===== config.mk =====
export PLATFORM = sky130hd
export DESIGN_NAME = core_ctrl_flat
export DESIGN_NICKNAME = d
export VERILOG_FILES = /design/src/rtl/core_ctrl_if.sv /design/src/rtl/core_ctrl.sv /design/src/flat_wrapper.sv
export SDC_FILE = /design/constraint.sdc
export NUM_CORES = 1
export LEC_CHECK = 0
export CAP_MARGIN = 10
export CORE_UTILIZATION = 35
export CTS_BUF_LIST = sky130_fd_sc_hd__clkbuf_4 sky130_fd_sc_hd__clkbuf_8 sky130_fd_sc_hd__clkbuf_16
export CTS_CLUSTER_DIAMETER = 40
export CTS_CLUSTER_SIZE = 16
export DETAILED_ROUTE_END_ITERATION = 8
export HOLD_SLACK_MARGIN = 0.02
export PLACE_DENSITY = 0.94
export SYNTH_ARGS = -nofsm -noshare
export SYNTH_HDL_FRONTEND = slang
export SYNTH_SLANG_ARGS = --single-unit

===== constraint.sdc =====
create_clock -name clk -period 3.2 [get_ports clk]
set_clock_uncertainty 0.1 [all_clocks]
set_input_delay 0.64 -clock clk [delete_from_list [all_inputs] [get_ports clk]]
set_output_delay 0.64 -clock clk [all_outputs]
set_load 0.1 [all_outputs]

===== src/rtl/core_ctrl_if.sv =====
// Decode-stage sequencing bundle between decode/execute/bus and core_ctrl.
// slave: the controller side; master: the side driving decode/execute state.
interface core_ctrl_if;
  logic        id_valid_in;
  logic [4:0]  id_rs1_in;
  logic [4:0]  id_rs2_in;
  logic        id_rs1_used_in;
  logic        id_rs2_used_in;
  logic        id_reg_we_in;
  logic [4:0]  id_rd_in;
  logic        id_is_load_in;
  logic        ex_jump_en_in;
  logic [31:0] ex_jump_addr_in;
  logic        ext_hold_req_in;

  logic        hold_if_out;
  logic        bubble_ex_out;
  logic        flush_out;
  logic        jump_en_out;
  logic [31:0] jump_addr_out;
  logic        issue_out;
  logic [1:0]  state_out;

  modport slave (
    input  id_valid_in, id_rs1_in, id_rs2_in, id_rs1_used_in, id_rs2_used_in,
    input  id_reg_we_in, id_rd_in, id_is_load_in,
    input  ex_jump_en_in, ex_jump_addr_in, ext_hold_req_in,
    output hold_if_out, bubble_ex_out, flush_out, jump_en_out, jump_addr_out,
    output issue_out, state_out
  );

  modport master (
    output id_valid_in, id_rs1_in, id_rs2_in, id_rs1_used_in, id_rs2_used_in,
    output id_reg_we_in, id_rd_in, id_is_load_in,
    output ex_jump_en_in, ex_jump_addr_in, ext_hold_req_in,
    input  hold_if_out, bubble_ex_out, flush_out, jump_en_out, jump_addr_out,
    input  issue_out, state_out
  );
endinterface


===== src/rtl/core_ctrl.sv =====
// Decode-stage pipeline sequencing controller: writeback scoreboard, RAW hazard
// detection and stall/flush arbitration (jump > flush > ext hold > hazard).
// Optional feature macro: CORE_CTRL_FWD_EN (execute forwarding; only a load in
// the youngest slot blocks). Outputs are Mealy and forced to 0 while rst is low.
module core_ctrl #(
  parameter int unsigned WB_LATENCY   = 2,
  parameter int unsigned FLUSH_CYCLES = 2
) (
  input logic        clk,
  input logic        rst,
  core_ctrl_if.slave bus
);

  localparam int unsigned REG_W  = 5;
  localparam int unsigned ADDR_W = 32;
  localparam int unsigned CNT_W  = 3;

  typedef enum logic [1:0] {
    ST_RUN   = 2'd0,
    ST_STALL = 2'd1,
    ST_FLUSH = 2'd2,
    ST_HOLD  = 2'd3
  } state_t;

  typedef struct packed {
    logic             valid;
    logic [REG_W-1:0] rd;
    logic             load;
  } sb_entry_t;

  state_t              r_state;
  logic [CNT_W-1:0]    r_cnt;

  state_t              w_state_nxt;
  logic [CNT_W-1:0]    w_cnt_nxt;
  logic                w_hold;
  logic                w_bubble;
  logic                w_flush;
  logic                w_jump_en;
  logic [ADDR_W-1:0]   w_jump_addr;
  logic                w_issue;
  logic                w_push;
  logic                w_hazard;
  sb_entry_t           w_new;
  logic [WB_LATENCY-1:0] w_slot_hit;

  assign w_new  = '{valid: 1'b1, rd: bus.id_rd_in, load: bus.id_is_load_in};
  assign w_push = w_issue & bus.id_reg_we_in & (bus.id_rd_in != '0);

  // Scoreboard shift register; slot 0 is the youngest, the last slot falls off.
  for (genvar g = 0; g < int'(WB_LATENCY); g++) begin : g_slot
    sb_entry_t r_entry;
    logic      w_block;

    if (g == 0) begin : g_head
      // Youngest slot: capture a real register write issued this cycle.
      always_ff @(posedge clk or negedge rst) begin
        if (!rst) r_entry <= '0;
        else      r_entry <= w_push ? w_new : '0;
      end
    end else begin : g_tail
      // Older slots: age by one every cycle regardless of state.
      always_ff @(posedge clk or negedge rst) begin
        if (!rst) r_entry <= '0;
        else      r_entry <= g_slot[g-1].r_entry;
      end
    end

`ifdef CORE_CTRL_FWD_EN
    assign w_block = (g == 0) && r_entry.valid && r_entry.load;
`else
    logic w_unused_load;
    assign w_block       = r_entry.valid;
    assign w_unused_load = r_entry.load;
`endif

    assign w_slot_hit[g] = w_block &&
      ((bus.id_rs1_used_in && (bus.id_rs1_in != '0) && (bus.id_rs1_in == r_entry.rd)) ||
       (bus.id_rs2_used_in && (bus.id_rs2_in != '0) && (bus.id_rs2_in == r_entry.rd)));
  end

  assign w_hazard = bus.id_valid_in & (|w_slot_hit);

  // Priority arbitration of stall sources and next-state selection.
  always_comb begin
    w_state_nxt = ST_RUN;
    w_cnt_nxt   = r_cnt;
    w_hold      = 1'b0;
    w_bubble    = 1'b0;
    w_flush     = 1'b0;
    w_jump_en   = 1'b0;
    w_jump_addr = '0;
    w_issue     = 1'b0;
    if (bus.ex_jump_en_in) begin
      w_jump_en   = 1'b1;
      w_jump_addr = bus.ex_jump_addr_in;
      w_flush     = 1'b1;
      w_bubble    = 1'b1;
      w_cnt_nxt   = CNT_W'(FLUSH_CYCLES - 1);
      w_state_nxt = (FLUSH_CYCLES > 1) ? ST_FLUSH : ST_RUN;
    end else if (r_state == ST_FLUSH) begin
      w_flush  = 1'b1;
      w_bubble = 1'b1;
      if (r_cnt <= CNT_W'(1)) begin
        w_cnt_nxt   = '0;
        w_state_nxt = ST_RUN;
      end else begin
        w_cnt_nxt   = r_cnt - CNT_W'(1);
        w_state_nxt = ST_FLUSH;
      end
    end else if (bus.ext_hold_req_in) begin
      w_hold      = 1'b1;
      w_bubble    = 1'b1;
      w_state_nxt = ST_HOLD;
    end else if (w_hazard) begin
      w_hold      = 1'b1;
      w_bubble    = 1'b1;
      w_state_nxt = ST_STALL;
    end else begin
      w_issue     = bus.id_valid_in;
      w_state_nxt = ST_RUN;
    end
  end

  // FSM state and flush countdown.
  always_ff @(posedge clk or negedge rst) begin
    if (!rst) begin
      r_state <= ST_RUN;
      r_cnt   <= '0;
    end else begin
      r_state <= w_state_nxt;
      r_cnt   <= w_cnt_nxt;
    end
  end

  // Mealy outputs, held at zero while reset is asserted.
  assign bus.hold_if_out   = rst & w_hold;
  assign bus.bubble_ex_out = rst & w_bubble;
  assign bus.flush_out     = rst & w_flush;
  assign bus.jump_en_out   = rst & w_jump_en;
  assign bus.jump_addr_out = rst ? w_jump_addr : '0;
  assign bus.issue_out     = rst & w_issue;
  assign bus.state_out     = r_state;

endmodule


===== src/flat_wrapper.sv =====
// flat-port wrapper written by rule: the top's interface ports become plain ports
module core_ctrl_flat 
#(
  parameter int unsigned WB_LATENCY   = 2,
  parameter int unsigned FLUSH_CYCLES = 2
)
  (clk, rst, bus_id_valid_in, bus_id_rs1_in, bus_id_rs2_in, bus_id_rs1_used_in, bus_id_rs2_used_in, bus_id_reg_we_in, bus_id_rd_in, bus_id_is_load_in, bus_ex_jump_en_in, bus_ex_jump_addr_in, bus_ext_hold_req_in, bus_hold_if_out, bus_bubble_ex_out, bus_flush_out, bus_jump_en_out, bus_jump_addr_out, bus_issue_out, bus_state_out);
  core_ctrl_if bus_i ();
  input logic clk;
  input logic rst;
  input wire logic [$bits(bus_i.id_valid_in)-1:0] bus_id_valid_in;
  input wire logic [$bits(bus_i.id_rs1_in)-1:0] bus_id_rs1_in;
  input wire logic [$bits(bus_i.id_rs2_in)-1:0] bus_id_rs2_in;
  input wire logic [$bits(bus_i.id_rs1_used_in)-1:0] bus_id_rs1_used_in;
  input wire logic [$bits(bus_i.id_rs2_used_in)-1:0] bus_id_rs2_used_in;
  input wire logic [$bits(bus_i.id_reg_we_in)-1:0] bus_id_reg_we_in;
  input wire logic [$bits(bus_i.id_rd_in)-1:0] bus_id_rd_in;
  input wire logic [$bits(bus_i.id_is_load_in)-1:0] bus_id_is_load_in;
  input wire logic [$bits(bus_i.ex_jump_en_in)-1:0] bus_ex_jump_en_in;
  input wire logic [$bits(bus_i.ex_jump_addr_in)-1:0] bus_ex_jump_addr_in;
  input wire logic [$bits(bus_i.ext_hold_req_in)-1:0] bus_ext_hold_req_in;
  output wire logic [$bits(bus_i.hold_if_out)-1:0] bus_hold_if_out;
  output wire logic [$bits(bus_i.bubble_ex_out)-1:0] bus_bubble_ex_out;
  output wire logic [$bits(bus_i.flush_out)-1:0] bus_flush_out;
  output wire logic [$bits(bus_i.jump_en_out)-1:0] bus_jump_en_out;
  output wire logic [$bits(bus_i.jump_addr_out)-1:0] bus_jump_addr_out;
  output wire logic [$bits(bus_i.issue_out)-1:0] bus_issue_out;
  output wire logic [$bits(bus_i.state_out)-1:0] bus_state_out;
  assign bus_i.id_valid_in = bus_id_valid_in;
  assign bus_i.id_rs1_in = bus_id_rs1_in;
  assign bus_i.id_rs2_in = bus_id_rs2_in;
  assign bus_i.id_rs1_used_in = bus_id_rs1_used_in;
  assign bus_i.id_rs2_used_in = bus_id_rs2_used_in;
  assign bus_i.id_reg_we_in = bus_id_reg_we_in;
  assign bus_i.id_rd_in = bus_id_rd_in;
  assign bus_i.id_is_load_in = bus_id_is_load_in;
  assign bus_i.ex_jump_en_in = bus_ex_jump_en_in;
  assign bus_i.ex_jump_addr_in = bus_ex_jump_addr_in;
  assign bus_i.ext_hold_req_in = bus_ext_hold_req_in;
  assign bus_hold_if_out = bus_i.hold_if_out;
  assign bus_bubble_ex_out = bus_i.bubble_ex_out;
  assign bus_flush_out = bus_i.flush_out;
  assign bus_jump_en_out = bus_i.jump_en_out;
  assign bus_jump_addr_out = bus_i.jump_addr_out;
  assign bus_issue_out = bus_i.issue_out;
  assign bus_state_out = bus_i.state_out;
  core_ctrl #(.WB_LATENCY(WB_LATENCY), .FLUSH_CYCLES(FLUSH_CYCLES)) u_core (.clk(clk), .rst(rst), .bus(bus_i));
endmodule

# ---- Word-level counts from Yosys, hierarchy flattened
# Index checks and enable logic that the tools add are counted.
dict set report classes {
  mux 24
  reduce_logical 15
  n_addsub 1
  order_cmp 1
  n_bitwise 8
  n_eq_ne 5
}
# operator count
set ops {}
lappend ops {{$mux W32} 2}
lappend ops {{$eq A5 B5 Y1} 4}
lappend ops {{$reduce_bool A5 Y1} 3}
lappend ops {{$mux W1} 14}
lappend ops {{$mux W3} 3}
lappend ops {{$and A1 B1 Y1} 8}
lappend ops {{$logic_and A1 B1 Y1} 8}
lappend ops {{$mux W2} 4}
lappend ops {{$mux W7} 1}
lappend ops {{$le A3 B1 Y1 const B} 1}
lappend ops {{$sub A3 B1 Y3 const B} 1}
lappend ops {{$eq A2 B2 Y1 const B} 1}
lappend ops {{$logic_or A1 B1 Y1} 2}
lappend ops {{$reduce_bool A2 Y1} 1}
lappend ops {{$reduce_or A2 Y1} 1}
dict set report word_totals {
  input_bits 56
  output_inout_bits 39
  wordCells 60
  reg_bits 17
}

# ---- Depth between registers and ports, before layout
# Gate-level depths: netlist (run 1).
dict set report logic_depth {
  depth_word 14
  mapped_depth 6
  depth_no_buf 5
}

# ---- Least setup slack after synthesis (run 1)
# No wires, ideal clock.
dict set report synth_path {
  path_type {flip-flop to output port}
  startpoint {register u_core.r_state[1], in the netlist u_core.bus.state_out[1]}
  endpoint {output port bus_hold_if_out}
  required_time_ns 2.460
  n_path_buf 1
  stages_incl_launch_ff 7
  slack_ns -0.653
  arrival_ns 3.113
  cell_sequence {dfrtp_1 -> nor2b_1 -> clkbuf_1 -> nor2_1 -> and3_1 -> a22oi_1 -> a21boi_1}
}
dict set report synth_via {
  elab_chain_len 4
}
# item line_no
set synth_rtl {}
lappend synth_rtl {{start: declaration} core_ctrl.sv:31} ;# state_t r_state;
lappend synth_rtl {{start signal: assignment} core_ctrl.sv:131} ;# r_state <= w_state_nxt;
lappend synth_rtl {{$eq A2 B2 Y1} core_ctrl.sv:101} ;# end else if (r_state == ST_FLUSH) begin
lappend synth_rtl {{$mux W1} core_ctrl.sv:101}
lappend synth_rtl {{$mux W1} core_ctrl.sv:94} ;# if (bus.ex_jump_en_in) begin
lappend synth_rtl {{$and A1 B1 Y1} core_ctrl.sv:137} ;# assign bus.hold_if_out = rst & w_hold;
lappend synth_rtl {{end: declaration} flat_wrapper.sv:22} ;# output wire logic [$bits(bus_i.hold_if_out)-1:0] bus_hold_if_out;
# Every way passes these cells.

# ---- Final worst setup path (run 1)
dict set report layout_path {
  startpoint {input port bus_id_rs2_in[0]}
  endpoint {output port bus_issue_out}
}
dict set report layout_via {
  elab_chain_len 12
  elab_cells_between_ends 17
  classes_between {eq/ne (2); mux (4); bitwise (2); reduce/logical (9)}
}
# item line_no
set layout_rtl {}
lappend layout_rtl {{start: declaration} flat_wrapper.sv:13} ;# input wire logic [$bits(bus_i.id_rs2_in)-1:0] bus_id_rs2_in;
lappend layout_rtl {{$reduce_bool A5 Y1} core_ctrl.sv:79} ;# (bus.id_rs2_used_in && (bus.id_rs2_in != '0) && (bus.id_rs2_in == r_entry.rd)));
lappend layout_rtl {{$logic_and A1 B1 Y1 (2 in a row)} core_ctrl.sv:79}
lappend layout_rtl {{$logic_or A1 B1 Y1} core_ctrl.sv:78} ;# ((bus.id_rs1_used_in && (bus.id_rs1_in != '0) && (bus.id_rs1_in == r_entry.rd)) ||
lappend layout_rtl {{$logic_and A1 B1 Y1} core_ctrl.sv:77} ;# assign w_slot_hit[g] = w_block &&
lappend layout_rtl {{$reduce_or A2 Y1 (*)} core_ctrl.sv:82} ;# assign w_hazard = bus.id_valid_in & (|w_slot_hit);
lappend layout_rtl {{$and A1 B1 Y1 (*)} core_ctrl.sv:82}
lappend layout_rtl {{$mux W1 (*)} core_ctrl.sv:115} ;# end else if (w_hazard) begin
lappend layout_rtl {{$mux W1 (*)} core_ctrl.sv:111} ;# end else if (bus.ext_hold_req_in) begin
lappend layout_rtl {{$mux W1 (*)} core_ctrl.sv:101}
lappend layout_rtl {{$mux W1 (*)} core_ctrl.sv:94}
lappend layout_rtl {{$and A1 B1 Y1 (*)} core_ctrl.sv:142} ;# assign bus.issue_out = rst & w_issue;
lappend layout_rtl {{end: declaration} flat_wrapper.sv:27} ;# output wire logic [$bits(bus_i.issue_out)-1:0] bus_issue_out;
# Mark *: on every way between the ends. The rest lies on a longest branch, timed or not.

==> results of run 1 <==
[repair_timing]
action | in CTS | in global routing
endpoints found under the setup margin | 3 | 2
hold buffers | 0 | 0
pin swaps | 4 | 9
resized for setup | 9 | 8
setup buffers | 0 | 1
[worst paths after layout]
check	start	end
worst max-delay path	bus_id_rs2_in[0]	bus_issue_out
worst min-delay path	u_core.g_slot[0].w_block	u_core.g_slot[1].w_block
worst max register to register	u_core.bus.state_out[1]	u_core.g_slot[0].r_entry[3]
worst min register to register	u_core.g_slot[0].w_block	u_core.g_slot[1].w_block
max in group asynchronous	rst	u_core.g_slot[1].r_entry[5]
min in group asynchronous	rst	u_core.r_cnt[1]
[final cells by class]
| cell class | count | area, um^2 | share of cell area |
|---|---|---|---|
| Sequential cell | 17 | 425 | 0.158 |
| Timing Repair Buffer | 104 | 1400 | 0.519 |
| Clock buffer | 3 | 22.5 | 0.00838 |
| Multi-Input combinational cell | 101 | 777 | 0.289 |
| Clock inverter | 1 | 5.00 | 0.00186 |
| Inverter | 2 | 7.51 | 0.00279 |
| Tap cell | 44 | 55.1 | 0.0205 |
[power breakdown]
group / internal [uW] / switching (uW) / total [uW]
Clock: 46.5 / 66.0 / 113
Sequential: 219 / 2.86 / 222
Combinational: 169 / 233 / 402
[cells by family after synthesis]
group                      count (synthesis)
and+or+nand+nor                           64
adders and majority gates                  1
buffers and inverters                     11
DFF                                       17
xor gates and xnor gates                  20
AOI/OAI and AO/OA                         16
[cell usage in the layout, fill, tap and decap left out, drive strengths merged, types with 4 or more instances in the layout]
master         synthesis  routed
dfrtp                 17      17
nand4                  5       5
buf                    0      50
xnor2                 20      20
dlymetal6s2s           0       4
dlygate4sd2            0       4
and3                  38      38
nand2                  8       8
clkdlybuf4s50          0      46
[synthesized netlist by cell type, types with 3 or more instances]
cell type / n
clkbuf_1: 9
and3_1: 38
o21a_1: 3
or4_1: 3
nor2b_1: 3
xnor2_1: 20
nand4_1: 5
dfrtp_1: 17
nand2_1: 8
[registers in the layout (all words and copies together), names as in the netlist]
name                   cells
u_core.r_cnt               3
u_core.g_slot.r_entry     10
u_core.bus.state_out       2
u_core.g_slot.w_block      2
[critical path, cell delays in order]
cell             delay [ns]
clkdlybuf4s50_1        0.43
or4_4                  0.44
o21a_4                 0.23
a221oi_4               0.31
and2_4                 0.20
buf_12                 0.17
[routing by layer]
metal | GRT usage | up-vias | share of wire
li1 | - | 664 | -
met1 | 0.272 | 646 | 0.36
met2 | 0.484 | 74 | 0.52
met3 | 0.0758 | 16 | 0.080
met4 | 0.133 | 0 | 0.040
met5 | 0 | - | 0
[per-stage QoR]
| stage | cells | worst slack, ns | total power (uW) | cell area [um^2] | utilization |
|---|---|---|---|---|---|
| global placement | 267 | -0.0439 | 616 | 2600 | 0.830 |
| floorplan | 129 | -0.0996 | 433 | 1190 | - |
| finish | 272 | 0.0528 | 736 | 2690 | 0.860 |
| CTS | 271 | 0.0141 | 736 | 2640 | 0.844 |
| detailed placement | 267 | -0.0984 | 624 | 2600 | 0.830 |
| global route | 272 | -0.0146 | 759 | 2690 | 0.860 |
==> reports/qor.csv, run 1 <==
stage,metric,value,unit
outcome,status,"complete, no violations",
global_route,grt_pass1_vias,1482,
worst_setup_path,reg2regPathDepth,6,
place,gp_congestion,0.946,
logic_synthesis,ys_ff_latch,17,
sta,setup_violations,0,
logic_synthesis,synth_cell_types,25,
logic_synthesis,ys_seq_area_frac,0.361,
logic_synthesis,netlist_top_cells_area,"dfrtp_1, and3_1, xnor2_1",
global_route,grt_pass1_wl,6.76,mm
floorplanning,die_x,60.1,um
sta,max_freq,0.318,GHz
global_route,overflow,0,
logic_synthesis,ys_warn_count,0,
worst_setup_path,worstPathRequired,2.46,ns
sta,worst_hold_slack,0.317,ns
cts,insertion_delay,0.29,ns
cts,cts_tree,done,
logic_synthesis,netlist.area_leader.share,0.361,
floorplanning,rows,20,
floorplanning,io-pin-count,95,
logic_synthesis,synth_top_family_by_area,simple AND/OR/NAND/NOR gates,
cells_and_area,n_antenna_cell,0,
global_route,track_usage,0.265,
worst_setup_path,critPathMaxFanout,3,
detailed_routing,vias,1400,
logic_synthesis,syn_nets,186,
logic_synthesis,synth_top_flop_cell,dfrtp_1,
worst_setup_path,crit_type,in2out,
worst_setup_path,cp-end-kind,output pin,
sta,slew_headroom,0.649,
detailed_routing,wire_per_inst,16.8,um
sta,period_share,0.984,
logic_synthesis,synth-simple-area-share,0.322,
detailed_routing,ant_nets,0,
cts,htreeDepth,1,
detailed_routing,route.detailed.vias_per_inst,5.15,
logic_synthesis,syn_area,1180,um^2
floorplanning,die_y,60.1,um
cells_and_area,post_route_cells_drive_above_1_share,0.303,
power,power_density,274,nW/um^2
floorplanning,coreArea,3130,um^2
logic_synthesis,synth.area.mux_share,0,
place,dp.final_hpwl,3.66,mm
worst_hold_path,holdPathStages,0,
cts,cts_buffers,3,
logic_synthesis,synth_compound_area_frac,0.123,
worst_setup_path,cp-start-kind,input port,
place,io_buffer_count,93,
cts,cts_buffer_depth,2,
cts,cts_root_buf,clkbuf_4,
logic_synthesis,async_flop_share,1.00,
sta,worst_pin_slew,0.525,ns
detailed_routing,drc,0,
logic_synthesis,synth_xor_area_frac,0.148,
cells_and_area,finalNetCount,286,
sta,hold_viol,0,
worst_setup_path,rrSetupSlack,1.36,ns
floorplanning,initial_core_util,0.377,
global_route,antenna_found_initial,0,
sta,tns,0,ns
worst_hold_path,min_path_type,reg2reg,
logic_synthesis,synth_edf_count,0,
global_route,grt_max_degree,56,
worst_setup_path,cp.arrival,2.41,ns
sta,finalMaxSlewViolations,0,
run,cap_viol_max_count,0,
power,p_leak,0.00125,uW
floorplanning,die_area,3610,um^2
detailed_routing,first_iter_violations,33,
sta,fin_crit,3.15,ns
cts,clock_sinks,17,
logic_synthesis,yosysTopAreaCell,dfrtp_1,
cells_and_area,n_fill_cell,167,
cts,clk_pin_slew,0.09,ns
detailed_routing,totalWireLength,4.56,mm
detailed_routing,first_pass_iters,4,
cells_and_area,areaGrowthSynthToFinish,128,%
logic_synthesis,syn_area_per_cell,9.15,um^2
logic_synthesis,synth_cells,129,
power,vdd_ir_drop_max,145,uV
logic_synthesis,synthAdderAreaFrac,0.0106,
No activity file was read; power rests on OpenSTA's default activity.
==> run 2: changes to the inputs <==
--- a/config.mk
+++ b/config.mk
@@ -16,3 +16,4 @@
 export SYNTH_ARGS = -nofsm -noshare
 export SYNTH_HDL_FRONTEND = slang
 export SYNTH_SLANG_ARGS = --single-unit
+export TNS_END_PERCENT = 100
==> results of run 2 <==
Same layout as run 1: the final DEF is identical, and so are final timing and power.
==> run 3: changes to the inputs <==
--- a/config.mk
+++ b/config.mk
@@ -6,13 +6,13 @@
 export NUM_CORES = 1
 export LEC_CHECK = 0
 export CAP_MARGIN = 10
-export CORE_UTILIZATION = 35
-export CTS_BUF_LIST = sky130_fd_sc_hd__clkbuf_4 sky130_fd_sc_hd__clkbuf_8 sky130_fd_sc_hd__clkbuf_16
+export CORE_UTILIZATION = 36
+export CTS_BUF_LIST = sky130_fd_sc_hd__clkbuf_8
 export CTS_CLUSTER_DIAMETER = 40
 export CTS_CLUSTER_SIZE = 16
 export DETAILED_ROUTE_END_ITERATION = 8
 export HOLD_SLACK_MARGIN = 0.02
-export PLACE_DENSITY = 0.94
+export PLACE_DENSITY = 0.95
 export SYNTH_ARGS = -nofsm -noshare
 export SYNTH_HDL_FRONTEND = slang
 export SYNTH_SLANG_ARGS = --single-unit
==> run 3 against run 2 <==
  * Global-route usage decreased by 0.75 points
  * Routed wire length decreased by 3.3%
  * Sequential power about the same
  * Largest cell class unchanged
  * Design area increased by 0.60%
  * Critical path depth unchanged
  * Sequential share of layout area decreased by 0.095 points
  * Combinational power about the same
  * Final cell count increased by 0.74%
  * Largest power group unchanged
==> reports/qor.csv, run 3 (same netlist as run 1, synthesis figures left out) <==
stage,metric,value,unit
cells_and_area,n_antenna_cell,0,
sta,worst_pin_slew,0.546,ns
cells_and_area,regMostFlops,u_core.g_slot.r_entry,
power,p_comb_frac,0.513,
cts,cts_buffer_depth,2,
cells_and_area,n_fill_cell,145,
worst_setup_path,cp-end-kind,output pin,
sta,max_freq,0.319,GHz
detailed_routing,vias,1385,
floorplanning,rows,20,
power,p_int,476,uW
power,p_clk_frac,0.204,
cts,cts_buffers,3,
global_route,overflow,0,
sta,slew_headroom,0.635,
global_route,grt_max_degree,56,
worst_setup_path,crit_slowest_cell,or4_4,
power,switching_share,0.393,
cts,insertion_delay,0.26,ns
place,dp_slack,-0.0925,ns
worst_setup_path,crit_chain,clkdlybuf4s50_1 -> or4_4 -> o21a_4 -> a221oi_4 -> and2_4 -> buf_12,
global_route,antenna_found_initial,0,
worst_setup_path,cp.arrival,2.39,ns
detailed_routing,first_pass_iters,4,
cts,cts_hold_buf,0,
cts,cts_tree,done,
cells_and_area,largest_register_ffs,10,
place,io_buffer_count,93,
global_route,grt_pass1_wl,6.64,mm
power,power_frac_seq,0.284,
cells_and_area,stdcell_count,274,
detailed_routing,wire_per_inst,16.1,um
detailed_routing,totalWireLength,4.41,mm
place,dp.final_hpwl,3.66,mm
floorplanning,io-pin-count,95,
detailed_routing,m1WireLength,1.57,mm
power,power_density,290,nW/um^2
floorplanning,die_area,3510,um^2
cells_and_area,finalNetCount,288,
cts,htreeDepth,1,
detailed_routing,route.met3.wl,296,um
power,vdd_ir_drop_max,249,uV
floorplanning,die_y,59.3,um
worst_setup_path,crit_type,in2out,
sta,finalMaxSlewViolations,0,
sta,period_share,0.978,
worst_setup_path,cp-start-kind,input port,
cells_and_area,reg_top3,"u_core.g_slot.r_entry: 10 flops, u_core.r_cnt: 3 flops",
cells_and_area,mostFrequentLayoutCells,"clkdlybuf4s50_1, and3_1, buf_12",
sta,setup_violations,0,
sta,hold_viol,0,
power,netSwitchingPower,308,uW
floorplanning,initial_core_util,0.383,
place,gp_congestion,0.960,
cells_and_area,final_common_cell,clkdlybuf4s50_1,
power,p_leak,0.00123,uW
worst_setup_path,max_stage_delay,0.43,ns
cts,clock_sinks,17,
sta,fin_crit,3.13,ns
cts,clk_pin_slew,0.06,ns
floorplanning,die_x,59.3,um
sta,worst_hold_slack,0.323,ns
sta,rsz0062_at_grt,no,
worst_hold_path,min_path_type,reg2reg,
cts,cts_root_buf,clkbuf_8,
worst_setup_path,critPathMaxFanout,3,
cells_and_area,post_route_cells_drive_above_1_share,0.300,
outcome,status,"complete, no violations",
cells_and_area,final_util,0.879,
run,cap_viol_max_count,0,
detailed_routing,dr_wl_met2,2.47,mm
global_route,track_usage,0.257,
sta,worst_slack,0.0691,ns
worst_setup_path,worstPathRequired,2.46,ns
detailed_routing,route.detailed.vias_per_inst,5.05,
cells_and_area,areaGrowthSynthToFinish,129,%
global_route,grt_pass1_vias,1464,
detailed_routing,ant_nets,0,
detailed_routing,drc,0,
detailed_routing,first_iter_violations,36,
detailed_routing,top_layer_used,met4,
floorplanning,coreArea,3080,um^2
place,place_inst,269,
run 3: cell type report:
type,instances,area [um^2],area share
Clock buffer,3,41.3,0.0153
Inverter,2,7.51,0.00278
Sequential cell,17,425,0.157
Tap cell,44,55.1,0.0204
Timing Repair Buffer,106,1410,0.519
Multi-Input combinational cell,101,766,0.283
Clock inverter,1,5.00,0.00185
run 3: worst paths after layout:
kind | from | to | slack [ns] | depth (start not counted)
max in group asynchronous | rst | u_core.g_slot[0].r_entry[2] | 2.15 | 2
worst min register to register | u_core.g_slot[0].w_block | u_core.g_slot[1].w_block | 0.32 | 0
min in group asynchronous | rst | u_core.bus.state_out[0] | 0.65 | 2
worst min-delay path | u_core.g_slot[0].w_block | u_core.g_slot[1].w_block | 0.32 | 0
worst max-delay path | bus_id_rs2_in[0] | bus_issue_out | 0.07 | 6
worst max register to register | u_core.bus.state_out[0] | u_core.g_slot[0].r_entry[2] | 1.35 | 6
run 3: power by group through the flow:
stage	Clock (uW)	Sequential, uW	Combinational, uW
floorplan	0	237	196
global placement	0	226	391
detailed placement	0	226	400
CTS	163	222	402
global route	170	222	416
finish	160	222	402
run 3: timing repair:
action / CTS / global route
resized for setup: 10 / 5
setup buffers: 0 / 1
pin swaps: 6 / 7
endpoints found under the setup margin: 3 / 3
run 3: stage by stage:
stage / cell area, um^2 / setup TNS, ns / total power, uW
finish: 2710 / 0 / 784
global route: 2710 / 0 / 808
CTS: 2670 / 0 / 786
detailed placement: 2610 / -0.182 / 626
global placement: 2610 / -0.0593 / 617
floorplan: 1190 / -0.0996 / 433
run 3: metal layers:
layer,track usage,vias up
li1,-,667
met1,0.262,640
met2,0.506,69
met3,0.0590,9
met4,0.0816,0
met5,0,-
run 3: critical path, delay by kind of cell:
| family | cells | cell delay, ns |
|---|---|---|
| AOI/OAI and AO/OA | 2 | 0.53 |
| buffers and inverters | 2 | 0.58 |
| and+or+nand+nor | 2 | 0.62 |
==> RTL edit: new RTL, flow settings as in run 1 <==
`WB_LATENCY` is set to 2 in 2 places; all go to 1.
--- a/src/rtl/core_ctrl.sv
+++ b/src/rtl/core_ctrl.sv
@@ -5,3 +5,3 @@
 module core_ctrl #(
-  parameter int unsigned WB_LATENCY   = 2,
+  parameter int unsigned WB_LATENCY   = 1,
   parameter int unsigned FLUSH_CYCLES = 2
--- a/src/flat_wrapper.sv
+++ b/src/flat_wrapper.sv
@@ -3,3 +3,3 @@
 #(
-  parameter int unsigned WB_LATENCY   = 2,
+  parameter int unsigned WB_LATENCY   = 1,
   parameter int unsigned FLUSH_CYCLES = 2
Function: changed (a bounded check fails within 4 cycles, from zero or initial values and one cycle with rst low).
==> RTL edit against run 1 <==
  * The flow now stops in 4_1_cts
  * Synthesized area decreased by 26%
==> RTL edit: results (changes against run 1) <==
routability cong. 0.825 (was 0.946); root buffer cell clkbuf_4 (unchanged); Top FF cell, synth dfrtp_1 (unchanged); Resize count post-CTS 2 (was 9); H-Tree Depth 1 (unchanged); Synth top cells by count and3_1, dfrtp_1, xnor2_1 (was and3_1, xnor2_1, dfrtp_1); Netlist cell types 28 (was 25); status stopped before the end (was finished, final reports clean); HPWL after DPL 3.89 mm (was 3.66 mm); Post CTS Setup Buffer Count 0 (unchanged); FF+latch count, synth 11 (was 17); clk buf depth 2 (unchanged); synth warn 0 (unchanged); Synthesized Nets 163 (was 186); Exit stage 4_1_cts; overall die width 52.0 um (was 60.1 um); Error [ERROR DPL-0033] detailed placement checks failed during check placement.; FFs w/ async S/R, synth 100% (unchanged); sequential share of the synthesized area 31.4% (was 36.1%); dpl cell area 2200 um^2 (was 2600 um^2); top post-synthesis cells by area dfrtp_1, and3_1, xnor2_1, clkbuf_1, inv_1 (was dfrtp_1, and3_1, xnor2_1, clkbuf_1, nand4_1); IO buf count 93 (unchanged); CTS Buf Count 3 (unchanged)
RTL edit: cell families after synthesis:
family          count (synthesis)  share of synthesized area, %
simple gates                   59                          42.1
compound gates                 14                          11.3
buf+inv                        13                          5.71
flops                          11                          31.4
xor+xnor                        8                          8.00
fa+ha+maj                       1                          1.43
RTL edit: per-stage QoR:
stage	worst slack (ns)	utilization [%]	instances	TNS [ns]	hold WS, ns
2_1_floorplan	-0.0169	-	106	-0.0169	0.244
3_3_place_gp	0.182	96.7	221	0	0.442
3_5_place_dp	-0.0371	96.7	221	-0.0542	0.530
